===== src/rtl/pet_state_fsm.sv =====
// Pet mood/health state machine: ranks the four need levels, gates the feeding/medicine modes
// and owns the test-button display walk. Define PET_DEATH_EN to enable the critical counter and MUERTO.
module pet_state_fsm #(
    parameter int CRIT_LIMIT = 10,
    parameter int CNT_W      = 4
) (
    input  logic       clk,
    input  logic       reset,
    input  logic       tick_1s,
    input  logic       test_pulse,
    input  logic [1:0] nivel_animo,
    input  logic [1:0] nivel_energia,
    input  logic [1:0] nivel_descanso,
    input  logic [1:0] nivel_medicina,
    output logic [2:0] estado,
    output logic       activo_comida,
    output logic       activo_medicina,
    output logic       muerto,
    output logic       modo_test,
    output logic       cambio_estado
);

    localparam logic [2:0] S_NEUTRAL    = 3'd0;
    localparam logic [2:0] S_FELIZ      = 3'd1;
    localparam logic [2:0] S_TRISTE     = 3'd2;
    localparam logic [2:0] S_CANSADO    = 3'd3;
    localparam logic [2:0] S_HAMBRIENTO = 3'd4;
    localparam logic [2:0] S_ENFERMO    = 3'd5;
    localparam logic [2:0] S_MUERTO     = 3'd6;

    logic [2:0] estado_r, estado_nxt_s;
    logic [2:0] idx_r, idx_nxt_s;
    logic       modo_r, modo_nxt_s;
    logic       muerto_r, muerto_nxt_s;
    logic       comida_r, comida_nxt_s;
    logic       med_r, med_nxt_s;
    logic       cambio_r, cambio_nxt_s;
    logic [2:0] eval_s;
    logic       any_zero_s;

    // Mood ranking from the current levels; the first matching need wins.
    always_comb begin
        any_zero_s = (nivel_animo == 2'd0) || (nivel_energia == 2'd0) ||
                     (nivel_descanso == 2'd0) || (nivel_medicina == 2'd0);
        if (nivel_medicina == 2'd0) begin
            eval_s = S_ENFERMO;
        end else if (nivel_energia == 2'd0) begin
            eval_s = S_HAMBRIENTO;
        end else if (nivel_descanso == 2'd0) begin
            eval_s = S_CANSADO;
        end else if (nivel_animo == 2'd0) begin
            eval_s = S_TRISTE;
        end else if (nivel_animo[1] && nivel_energia[1] && nivel_descanso[1] && nivel_medicina[1]) begin
            eval_s = S_FELIZ;
        end else begin
            eval_s = S_NEUTRAL;
        end
    end

`ifdef PET_DEATH_EN
    localparam logic [CNT_W-1:0] LIMIT = CNT_W'(CRIT_LIMIT);

    logic [CNT_W-1:0] cnt_r, cnt_nxt_s;
    logic             death_s;

    // Critical counter: frozen while dead, dying, in test or on a test pulse (the tick is dropped).
    always_comb begin
        death_s      = !muerto_r && (cnt_r == LIMIT);
        muerto_nxt_s = muerto_r || death_s;
        if (muerto_r || death_s || modo_r || test_pulse) begin
            cnt_nxt_s = cnt_r;
        end else if (!any_zero_s) begin
            cnt_nxt_s = {CNT_W{1'b0}};
        end else if (tick_1s && (cnt_r != LIMIT)) begin
            cnt_nxt_s = cnt_r + {{(CNT_W-1){1'b0}}, 1'b1};
        end else begin
            cnt_nxt_s = cnt_r;
        end
    end

    // Critical counter register.
    always_ff @(posedge clk or posedge reset) begin
        if (reset) begin
            cnt_r <= {CNT_W{1'b0}};
        end else begin
            cnt_r <= cnt_nxt_s;
        end
    end
`else
    logic unused_s;

    // Without the death feature the pet can never die and the tick is irrelevant.
    always_comb begin
        muerto_nxt_s = 1'b0;
        unused_s     = tick_1s ^ (CRIT_LIMIT > CNT_W);
    end
`endif

    // State register for the walk, the sticky death flag and all registered outputs.
    always_ff @(posedge clk or posedge reset) begin
        if (reset) begin
            estado_r <= S_NEUTRAL;
            idx_r    <= 3'd0;
            modo_r   <= 1'b0;
            muerto_r <= 1'b0;
            comida_r <= 1'b0;
            med_r    <= 1'b0;
            cambio_r <= 1'b0;
        end else begin
            estado_r <= estado_nxt_s;
            idx_r    <= idx_nxt_s;
            modo_r   <= modo_nxt_s;
            muerto_r <= muerto_nxt_s;
            comida_r <= comida_nxt_s;
            med_r    <= med_nxt_s;
            cambio_r <= cambio_nxt_s;
        end
    end

    // Next state: a test pulse always takes precedence over normal evaluation.
    always_comb begin
        modo_nxt_s   = modo_r;
        idx_nxt_s    = idx_r;
        estado_nxt_s = estado_r;
        if (test_pulse) begin
            if (!modo_r) begin
                modo_nxt_s   = 1'b1;
                idx_nxt_s    = 3'd0;
                estado_nxt_s = S_NEUTRAL;
            end else if (idx_r == 3'd6) begin
                modo_nxt_s   = 1'b0;
                idx_nxt_s    = 3'd0;
                estado_nxt_s = muerto_nxt_s ? S_MUERTO : eval_s;
            end else begin
                idx_nxt_s    = idx_r + 3'd1;
                estado_nxt_s = idx_r + 3'd1;
            end
        end else if (modo_r) begin
            estado_nxt_s = estado_r;
        end else begin
            estado_nxt_s = muerto_nxt_s ? S_MUERTO : eval_s;
        end
    end

    // Output decode: enables follow the state being entered, the change flag compares codes.
    always_comb begin
        comida_nxt_s = (nivel_energia != 2'd3) && !muerto_nxt_s && !modo_nxt_s;
        med_nxt_s    = (nivel_medicina != 2'd3) && !muerto_nxt_s && !modo_nxt_s;
        cambio_nxt_s = (estado_nxt_s != estado_r);
    end

    assign estado          = estado_r;
    assign activo_comida   = comida_r;
    assign activo_medicina = med_r;
    assign muerto          = muerto_r;
    assign modo_test       = modo_r;
    assign cambio_estado   = cambio_r;

endmodule

===== config.mk =====
export PLATFORM = sky130hd
export DESIGN_NAME = pet_state_fsm
export DESIGN_NICKNAME = d
export VERILOG_FILES = /design/src/rtl/pet_state_fsm.sv
export SDC_FILE = /design/constraint.sdc
export NUM_CORES = 1
export LEC_CHECK = 0
export BUFFER_PORTS_ARGS = -buffer_cell sky130_fd_sc_hd__buf_2
export CAP_MARGIN = 20
export CORE_MARGIN = 3
export CORE_UTILIZATION = 47
export DETAILED_ROUTE_END_ITERATION = 10
export HOLD_SLACK_MARGIN = 0.05
export PLACE_DENSITY = 0.73
export SYNTH_ARGS = -nofsm -noshare
export SYNTH_HDL_FRONTEND = slang
export SYNTH_SLANG_ARGS = --single-unit

===== constraint.sdc =====
create_clock -name clk -period 2 [get_ports clk]
set_input_delay 0.2 -clock clk [delete_from_list [all_inputs] [get_ports clk]]
set_output_delay 0.2 -clock clk [all_outputs]
set_load 0.03 [all_outputs]

==> flow_metrics.py <==
metrics = {
    "route": {
        "ant_nets": 0,
        "drt_first_pass_iters": 4,
        "wl_per_cell_um": 12.3,
        "routed_wl_mm": 1.23,
        "initialDrtViolationCount": 9,
        "drt-vias-per-instance": 5.50,
        "num_vias": 550,
        "route.detailed.drc": 0,
    },
    "logic_synthesis": {
        "synth_top_family_by_area": "compound AO/OA/AOI/OAI gates",
        "synth.avg_cell_area_um2": 9.42,
        "synth_xor_area_share_pct": 4.23,
        "syn_nets": 80,
        "synth_edf_count": 0,
        "ys_seq_area_share_pct": 40.2,
        "ys_ff_latch": 10,
        "synthMuxAreaShare_pct": 0,
        "synth.distinct_cells": 29,
        "synthSimpleGateAreaFrac_pct": 17.1,
        "synth_ff_type": "dfrtp_1",
        "synth_compound_area_share_pct": 26.8,
        "syn-cell-area_um2": 622,
        "synth_fa_ha_area_share_pct": 4.02,
        "ys_warn_count": 0,
        "synthCells": 66,
        "synthArstFlopShare_pct": 100,
    },
    "setup_path": {
        "cp_cell_sequence": "buf_4 -> ha_1 -> nor2b_1 -> a221oi_2 -> nand2b_1 -> xnor2_1 -> a2111o_1",
        "cp_top_family": "compound AO/OA/AOI/OAI gates",
        "rrSetupSlack_ns": 0.15,
        "critPathLaunchType": "flop",
        "required_ns": 2.14,
        "slowest_delay_ns": 0.41,
        "crit_start": "idx_r[0]",
        "worstReg2RegEnd": "cambio_estado",
        "crit_arrival_ns": 1.99,
        "r2r-start": "idx_r[0]",
        "path_max_fanout": 3,
        "critical_path.slowest_cell": "a2111o_1",
        "cp.depth": 7,
        "worst_setup_path_end_kind": "flop",
        "r2r_cells": 7,
        "worstSetupPathType": "reg -> reg",
        "worstPathBufferInverterCount": 1,
    },
    "clocking": {
        "cts.htree.levels": 1,
        "cts_root_buf": "clkbuf_4",
        "cts_inserted_buffers": 3,
        "clockBufferDepth": 2,
        "path_clk_slew_ns": 0.07,
        "cts_sinks": 10,
        "cts_tree": "built",
        "clock_latency_ns": 0.26,
    },
    "grt": {
        "grt_usage_pct": 14.9,
        "grt_pass1_wl_mm": 2.04,
        "grt_max_degree": 18,
        "grt_pass1_vias": 475,
        "grt.overflow.total": 0,
        "antenna_found_initial": 0,
    },
    "placed_design": {
        "dp_cells": 94,
        "io_buffers": 17,
        "place_congestion": 0.845,
        "dp_hpwl_um": 909,
        "pre_cts_ws_ns": 0.129,
        "placed_area_um2": 707,
    },
    "pwr": {
        "vdd_drop_max_mv": 0.590,
        "p_leak_nw": 0.365,
        "finalPower_mw": 1.07,
        "power.density_nw_per_um2": 1410,
    },
    "run": {
        "drv_cap": 0,
    },
    "timing": {
        "fmax_ghz": 0.541,
        "layout_setup_ws_ns": 0.152,
        "period_share_pct": 92.4,
        "whs_ns": 0.143,
        "rsz0062_at_grt": "no",
        "final_max_slew_viol_count": 0,
        "post-route-min-period_ns": 1.85,
        "setup-violations-final": 0,
        "final_hold_viol_count": 0,
        "fin_tns_setup_ns": 0,
        "fin_skew_ns": 0.00746,
    },
    "floorplan": {
        "ioPinCount": 20,
        "die_area_um2": 1800,
        "initial_core_util_pct": 53.1,
        "die_x_um": 42.4,
        "die_y_um": 42.4,
        "core_um2": 1170,
        "fp-row-count": 12,
    },
    "layout": {
        "nFillCells": 97,
        "syn_to_final_growth_pct": 22.3,
        "final_cell_mix": "17 x buf_2, 10 x dfrtp_1, 6 x o22ai_1",
        "stdcell_count": 100,
        "utilization_pct": 65.0,
        "layout.cells.most_common": "buf_2",
        "diodes": 0,
        "final_layout_size_suffix_gt1_share_pct": 30.2,
        "final_area_um2": 761,
        "nets": 101,
    },
    "min_path": {
        "hold_path.class": "in -> reg",
        "hold_path_depth": 2,
        "min-delay-start": "nivel_medicina[0]",
        "hold_end": "activo_medicina",
    },
    "outcome": {
        "status": "finished clean",
    },
}
[layer usage]
metal	part of all wire, %	routed length [um]	track usage, %
met2	46	562	23.4
met1	48	587	18.7
met3	6.1	75	6.44
met4	0.73	9	3.73
met5	0	0	0
[cells by family after synthesis]
logic type,count (synthesis)
buffers and inverters,9
other,1
XOR/XNOR,3
AO/OA/AOI/OAI,21
adder cells (fa/ha/maj),2
flip-flops,10
AND/OR/NAND/NOR,20
[registers in the layout, summed over array words and instances, names as in the netlist]
name and flops:
activo_comida 1, activo_medicina 1, cambio_estado 1, estado 3
idx_r 3, modo_test 1
[final cells by class]
class	count	area (um2)	share of cell area, %
multi-input combinational	47	328	43.1
timing repair buffer	20	110	14.5
tap	14	17.5	2.30
clock buffer	4	36.3	4.77
inverter	5	18.8	2.47
sequential	10	250	32.9
[cell usage after synthesis, types with 2 or more instances]
cell / number / area (um2)
buf_2: 2 / 10.0
buf_4: 2 / 15.0
inv_1: 5 / 18.8
nand2_1: 5 / 18.8
nand2b_1: 5 / 31.3
o22ai_1: 6 / 37.5
dfrtp_1: 10 / 250
nor2_1: 3 / 11.3
nor2b_1: 2 / 12.5
xnor2_1: 3 / 26.3
nand4_1: 2 / 12.5
a21oi_1: 3 / 15.0
ha_1: 2 / 25.0
[worst max-delay path by stage]
stage / slack, ns / to
6_report: 0.15 / cambio_estado
5_1_grt: 0.04 / cambio_estado
4_1_cts: 0.1 / cambio_estado
3_5_place_dp: 0.13 / cambio_estado
3_3_place_gp: 0.15 / cambio_estado
2_1_floorplan: 0.27 / cambio_estado
[where the power goes]
group / internal [mW] / leakage (nW) / switching [mW] / total [mW]
combinational: 0.248 / 0.224 / 0.305 / 0.553
clock: 0.110 / 0.0210 / 0.0707 / 0.181
sequential: 0.276 / 0.120 / 0.0623 / 0.338
[timing repair]
action	in CTS	in global routing
endpoints found under the setup margin	0	1
hold endpoints to repair	10	0
gates resized for setup	0	1
buffers inserted	0	1
hold buffers	1	0
No activity file was read; power rests on OpenSTA's default activity.
